--- src/rtl/temp_ascii_formatter.sv ---
// Converts a signed 1/16 degC sample to an ASCII line "sDDD.F\r\n" and streams it to uart_tx.
// Optional FMT_SEQ_EN prefixes each line with a 2-digit hex sequence number and a space.
module temp_ascii_formatter #(
  parameter int unsigned DATA_W = 12
) (
  input  logic              clk,
  input  logic              rst,
  input  logic              temp_valid,
  input  logic [DATA_W-1:0] temp_data,
  input  logic              tx_busy,
  output logic              tx_start,
  output logic [7:0]        tx_data,
  output logic              fmt_busy,
  output logic              drop_pulse
);

  localparam int unsigned INT_W  = 10;
  localparam int unsigned BCD_W  = 12;
  localparam int unsigned MAG_W  = DATA_W + 1;
  localparam int unsigned IDX_W  = 4;
  localparam int unsigned ITER_W = 4;
  localparam int unsigned TMO_W  = 2;
`ifdef FMT_SEQ_EN
  localparam int unsigned PRE_BYTES = 3;
`else
  localparam int unsigned PRE_BYTES = 0;
`endif
  localparam int unsigned NUM_BYTES = PRE_BYTES + 8;
  localparam logic [ITER_W-1:0] LAST_ITER = ITER_W'(INT_W - 1);
  localparam logic [IDX_W-1:0]  LAST_IDX  = IDX_W'(NUM_BYTES - 1);

  typedef enum logic [2:0] {IDLE, ABS, CONV, SEND, WAIT_HI, WAIT_LO} state_t;

  state_t            state, state_nxt;
  logic [DATA_W-1:0] sample, sample_nxt;
  logic              sign, sign_nxt;
  logic [INT_W-1:0]  bin, bin_nxt;
  logic [BCD_W-1:0]  bcd, bcd_nxt, bcd_adj;
  logic [3:0]        frac, frac_nxt;
  logic [ITER_W-1:0] iter, iter_nxt;
  logic [IDX_W-1:0]  idx, idx_nxt, body_idx;
  logic [TMO_W-1:0]  tmo, tmo_nxt;
  logic              tx_start_nxt;
  logic [7:0]        tx_data_nxt;
  logic              fmt_busy_nxt;
  logic              drop_pulse_nxt;
  logic              line_done;
  logic [MAG_W-1:0]  sample_ext, mag;
  logic [7:0]        cur_byte;
`ifdef FMT_SEQ_EN
  logic [7:0]        seq_cnt;
`endif

  function automatic logic [7:0] dec_char(input logic [3:0] n);
    return 8'h30 + 8'(n);
  endfunction

  function automatic logic [7:0] hex_char(input logic [3:0] n);
    return (n < 4'd10) ? (8'h30 + 8'(n)) : (8'h37 + 8'(n));
  endfunction

  // Magnitude one bit wider than the sample so the most negative value is exact.
  always_comb begin
    sample_ext = {sample[DATA_W-1], sample};
    mag        = sample[DATA_W-1] ? -sample_ext : sample_ext;
  end

  // Double-dabble correction: add 3 to every BCD digit >= 5 before shifting.
  always_comb begin
    bcd_adj = bcd;
    for (int unsigned d = 0; d < 3; d++) begin
      if (bcd[4*d +: 4] >= 4'd5) begin
        bcd_adj[4*d +: 4] = bcd[4*d +: 4] + 4'd3;
      end
    end
  end

  // Byte currently addressed by idx; prefix bytes override the body when enabled.
  always_comb begin
    body_idx = idx - IDX_W'(PRE_BYTES);
    cur_byte = 8'h00;
    case (body_idx)
      4'd0:    cur_byte = sign ? 8'h2D : 8'h2B;
      4'd1:    cur_byte = dec_char(bcd[11:8]);
      4'd2:    cur_byte = dec_char(bcd[7:4]);
      4'd3:    cur_byte = dec_char(bcd[3:0]);
      4'd4:    cur_byte = 8'h2E;
      4'd5:    cur_byte = dec_char(frac);
      4'd6:    cur_byte = 8'h0D;
      4'd7:    cur_byte = 8'h0A;
      default: cur_byte = 8'h00;
    endcase
`ifdef FMT_SEQ_EN
    if (idx == 4'd0) begin
      cur_byte = hex_char(seq_cnt[7:4]);
    end else if (idx == 4'd1) begin
      cur_byte = hex_char(seq_cnt[3:0]);
    end else if (idx == 4'd2) begin
      cur_byte = 8'h20;
    end
`endif
  end

  // Next-state and registered-output logic; the first byte is launched from the last
  // conversion cycle since it never depends on the BCD result.
  always_comb begin
    state_nxt      = state;
    sample_nxt     = sample;
    sign_nxt       = sign;
    bin_nxt        = bin;
    bcd_nxt        = bcd;
    frac_nxt       = frac;
    iter_nxt       = iter;
    idx_nxt        = idx;
    tmo_nxt        = tmo;
    tx_start_nxt   = 1'b0;
    tx_data_nxt    = tx_data;
    fmt_busy_nxt   = fmt_busy;
    drop_pulse_nxt = temp_valid && (state != IDLE);
    line_done      = 1'b0;

    case (state)
      IDLE: begin
        if (temp_valid) begin
          sample_nxt   = temp_data;
          fmt_busy_nxt = 1'b1;
          state_nxt    = ABS;
        end
      end
      ABS: begin
        sign_nxt  = sample[DATA_W-1];
        bin_nxt   = INT_W'(mag >> 4);
        frac_nxt  = 4'((8'(mag[3:0]) * 8'd10) >> 4);
        bcd_nxt   = '0;
        iter_nxt  = '0;
        idx_nxt   = '0;
        state_nxt = CONV;
      end
      CONV: begin
        {bcd_nxt, bin_nxt} = {bcd_adj, bin} << 1;
        iter_nxt = iter + 4'd1;
        if (iter == LAST_ITER) begin
          if (tx_busy) begin
            state_nxt = SEND;
          end else begin
            tx_start_nxt = 1'b1;
            tx_data_nxt  = cur_byte;
            tmo_nxt      = '0;
            state_nxt    = WAIT_HI;
          end
        end
      end
      SEND: begin
        if (!tx_busy) begin
          tx_start_nxt = 1'b1;
          tx_data_nxt  = cur_byte;
          tmo_nxt      = '0;
          state_nxt    = WAIT_HI;
        end
      end
      WAIT_HI: begin
        if (tx_busy) begin
          state_nxt = WAIT_LO;
        end else if (tmo == '1) begin
          tx_start_nxt = 1'b1;
          tmo_nxt      = '0;
        end else begin
          tmo_nxt = tmo + 2'd1;
        end
      end
      WAIT_LO: begin
        if (!tx_busy) begin
          if (idx == LAST_IDX) begin
            fmt_busy_nxt = 1'b0;
            line_done    = 1'b1;
            state_nxt    = IDLE;
          end else begin
            idx_nxt   = idx + 4'd1;
            state_nxt = SEND;
          end
        end
      end
      default: state_nxt = IDLE;
    endcase
  end

  always_ff @(posedge clk) begin
    if (rst) begin
      state      <= IDLE;
      sample     <= '0;
      sign       <= 1'b0;
      bin        <= '0;
      bcd        <= '0;
      frac       <= '0;
      iter       <= '0;
      idx        <= '0;
      tmo        <= '0;
      tx_start   <= 1'b0;
      tx_data    <= 8'h00;
      fmt_busy   <= 1'b0;
      drop_pulse <= 1'b0;
    end else begin
      state      <= state_nxt;
      sample     <= sample_nxt;
      sign       <= sign_nxt;
      bin        <= bin_nxt;
      bcd        <= bcd_nxt;
      frac       <= frac_nxt;
      iter       <= iter_nxt;
      idx        <= idx_nxt;
      tmo        <= tmo_nxt;
      tx_start   <= tx_start_nxt;
      tx_data    <= tx_data_nxt;
      fmt_busy   <= fmt_busy_nxt;
      drop_pulse <= drop_pulse_nxt;
    end
  end

`ifdef FMT_SEQ_EN
  // Line counter advances only on completed lines.
  always_ff @(posedge clk) begin
    if (rst) begin
      seq_cnt <= 8'h00;
    end else if (line_done) begin
      seq_cnt <= seq_cnt + 8'd1;
    end
  end
`endif

endmodule

--- config.mk ---
export PLATFORM = sky130hd
export DESIGN_NAME = temp_ascii_formatter
export DESIGN_NICKNAME = d
export VERILOG_FILES = /design/src/rtl/temp_ascii_formatter.sv
export SDC_FILE = /design/constraint.sdc
export NUM_CORES = 1
export LEC_CHECK = 0
export CAP_MARGIN = 10
export CORE_MARGIN = 1
export CORE_UTILIZATION = 62
export DETAILED_ROUTE_END_ITERATION = 12
export GPL_ROUTABILITY_DRIVEN = 0
export PLACE_DENSITY = 0.83
export SLEW_MARGIN = 20
export SYNTH_ARGS = -nofsm -noshare
export SYNTH_HDL_FRONTEND = slang
export SYNTH_SLANG_ARGS = --single-unit
--- constraint.sdc ---
create_clock -name clk -period 4.35 [get_ports clk]
set_input_delay 1.0875 -clock clk [delete_from_list [all_inputs] [get_ports clk]]
set_output_delay 1.0875 -clock clk [all_outputs]
set_load 0.01 [all_outputs]
==> Flow_metrics.wiki <==
{| class="wikitable"
! Metric !! Value
|-
| Antenna violations before repair || 0
|-
| Worst min-delay path class || register to register
|-
| Sum of net half-perimeters after detailed placement || about 4.7 mm
|-
| Crit path capture type || register
|-
| Post-route setup slack || 1.650 ns
|-
| Number of synthesis warnings || 0
|-
| Iteration count of the initial detailed-routing pass || 6
|-
| Critical path data arrival time || just under 3 ns
|-
| Cell at the root of the clock tree || clkbuf_8
|-
| Synthesized area divided by synthesized cell count || roughly 8 um2
|-
| Per-cell routed wire length || 14.55 um
|-
| Die boundary width || between 70 and 80 um
|-
| Final-layout fill cell count || ~380
|-
| Highest ir drop seen on vdd || around 0.31 mV
|-
| Via count || 2788
|-
| Largest net degree at the start of global routing || 56
|-
| Via count of the first global-routing pass || 2704
|-
| Pwr per Cell Area || approximately 490 mW/mm2
|-
| Worst Tran Pin Value || between 0.9 and 1 ns
|-
| Number of buffers inserted during clock tree synthesis || 9
|-
| Cell types occupying the most area after synthesis || dfxtp_1 38%, a21oi_1 6.9%, ha_1 6.7%
|-
| Starting DRT DRC Count || ~240
|-
| Setup tns final || 0 ns
|-
| Area added between synthesis and finish || 13.48%
|-
| Clock share of power || 30.8%
|-
| P_sw || approximately 620 uW
|-
| Clk Latency, worst-skew pair || 0.34 ns
|-
| Number of hold violations in the final report || 0
|-
| Pre-CTS setup slack || between 1 and 1.5 ns
|-
| Number of storage elements in the synthesis netlist || 61
|-
| Postcts setup bufs || 0
|-
| Req. time, crit path || 4.54 ns
|-
| Final nets || roughly 430
|-
| Most common cell after layout, fill and taps aside || dfxtp_1
|-
| Ant diodes || 0
|-
| Post-synthesis xor/xnor area fraction || 4.691%
|-
| Post-cts sizing count || 0
|-
| Area fraction in compound gates after synthesis || 22.78%
|-
| Max FO, Critical Path || 13
|-
| Synth unique cells || 44
|-
| Sequential element share of the synthesized area || 38.47%
|-
| Clock sink total || 61
|-
| Buffer depth of the longest clock path || 2
|-
| RSZ-0062 raised after global routing || no
|-
| Total Power || roughly 1800 uW
|-
| Number of buffers inserted by port buffering || 24
|-
| Area fraction in and, or, nand and nor cells after synthesis || 20.34%
|-
| Part of the total power dissipated in sequential elements || 40.9%
|-
| Placed Instances || about 460
|-
| Layout Skew || 0.005946 ns
|-
| Global-route wire length before repair || approximately 12 mm
|-
| Result of the run || finished clean
|-
| Clock transition at the register clock pins on the worst setup and hold paths after CTS || about 0.07 ns
|-
| Vertical extent of the die || about 74 um
|-
| Category of the worst setup path launch point || input pin
|-
| Final hold slack || roughly 0.46 ns
|-
| Total count of max-transition violations in the final report || 0
|-
| Count of final setup violators || 0
|-
| Detail Route Antenna Nets || 0
|-
| Cells after synthesis || about 390
|-
| Period utilisation layout || between 60% and 70%
|-
| Hold buffer count at CTS || 0
|-
| Total Die Area || 0.005410 mm2
|-
| Site Rows || 25
|-
| Remaining routing DRC violations || 0
|-
| Combinational share of power || between 20% and 30%
|-
| Setup Crit Path Kind || input pin to register
|-
| Combinational family with the most area after synthesis || compound AO/OA/AOI/OAI gates
|-
| Placeable core area || about 0.0048 mm2
|-
| P_int || 1132 uW
|-
| Aggregate global routing overflow || 0
|-
| TritonCTS clock tree || yes
|-
| Cell taking the most area after synthesis || dfxtp_1
|-
| Number of vias per cell after detailed routing || approximately 6
|-
| Leakage power figure || ~0.0013 uW
|-
| Post-layout instance count excluding filler cells || ~470
|-
| Synthesized area || between 0.003 and 0.004 mm2
|-
| Overall global routing resource usage || 29.25%
|-
| Final critical delay including setup and external delays || roughly 2.7 ns
|-
| Fraction of power spent switching nets || between 30% and 40%
|-
| Total number of H-tree levels || 3
|-
| Mux cell area share after synthesis || less than 1%
|-
| Most frequent cells in the layout || 61 x dfxtp_1, 46 x nand2_1, 44 x nor2_1, 44 x a21oi_1, 23 x clkdlybuf4s50_1
|-
| Relative slew slack || around 34%
|-
| Fraction of layout instances using a drive strength above 1 || under 10%
|-
| Peak Freq || 0.3703 GHz
|-
| Adder-cell share of the synthesized area || 7.331%
|-
| I/O pin cnt || 27
|-
| Starting Density || around 66%
|-
| Post-synth top area share || about two fifths
|-
| Number of max-cap violations || 0
|-
| Final Routed Wirelength || 6.852 mm
|}
## critical path, cell delays in order
cell and delay, ns:
clkdlybuf4s50_1 0.62, and4b_1 0.34, a2111oi_4 0.47, nand4_1 0.16, xor2_1 0.15, nor3_1 0.05
## cell type report
cell class	count	area (um2)	area share [%]
inverters	21	78.83	2.188
repair buffers	25	242.7	6.738
clock inverters	5	75.07	2.084
flip-flops and latches	61	1221	33.90
well taps	67	83.83	2.327
multi-input cells	281	1769	49.11
clock buffers	11	131.4	3.647
## cell families after synthesis
family | count (synthesis)
multiplexers | 1
buffers and inverters | 44
AND/OR/NAND/NOR | 138
AO/OA/AOI/OAI | 105
flip-flops | 61
other | 1
adder cells (fa/ha/maj) | 18
XOR/XNOR | 17
## metal layers
metal	track usage, %	routed length, um	vias up
met5	0	0	-
met4	15.17	155	0
met1	39.71	3254	1298
met3	5.075	339	13
li1	-	-	1391
met2	44.44	3102	86
## worst paths after layout
path | cells past startpoint | from | slack, ns | endpoint
max | 6 | tx_busy | 1.65 | idx[3]$_SDFFE_PP0P_
min | 1 | tx_data[3]$_SDFFE_PP0P_ | 0.46 | tx_data[3]$_SDFFE_PP0P_
max reg2reg | 5 | state[0]$_SDFFE_PP0P_ | 1.74 | bcd[3]$_SDFFE_PP0P_
min reg2reg | 1 | tx_data[3]$_SDFFE_PP0P_ | 0.46 | tx_data[3]$_SDFFE_PP0P_
## metrics by stage
stage | utilization [%] | area [um2]
after global placement | 70.49 | 3396
after CTS | 74.78 | 3602
after floorplan | - | 3178
final | 74.78 | 3602
after detailed placement | 70.49 | 3396
after global routing | 74.78 | 3602
## power by group through the flow
stage          Sequential, uW  Clock, uW  Combinational (uW)
2_1_floorplan             691          0                 402
3_3_place_gp              722          0                 476
3_5_place_dp              726          0                 489
4_1_cts                   714        544                 495
5_1_grt                   728        571                 561
6_report                  716        539                 496
## Yosys cell counts, drive strengths merged
library cell,n
a21oi,44
and2,2
o2bb2ai,4
conb,1
or4,3
a311oi,2
nand4,3
mux2,1
o21ai,13
xor2,4
nand2b,4
nand3b,2
or3,1
nor3,15
o31ai,3
nor2,44
a211oi,8
inv,21
o211ai,1
o41ai,1
a2111oi,1
nor2b,1
nor3b,3
buf,8
a221oi,1
ha,17
or3b,1
dfxtp,61
xnor2,13
or2,1
nand3,5
nor4,4
nand2,46
fa,1
clkbuf,15
a222oi,6
and3b,2
a21o,1
and4b,1
a22o,11
a22oi,9
## flip-flops by register name, summed over array words and instances, names as in the netlist
signal	count
state	3
tmo	2
iter	4
bcd	12
fmt_busy	1
tx_start	1
sign	1
tx_data	6
idx	4
drop_pulse	1
bin	10
frac	4
sample	12
No activity file was read; power rests on OpenSTA's default activity.
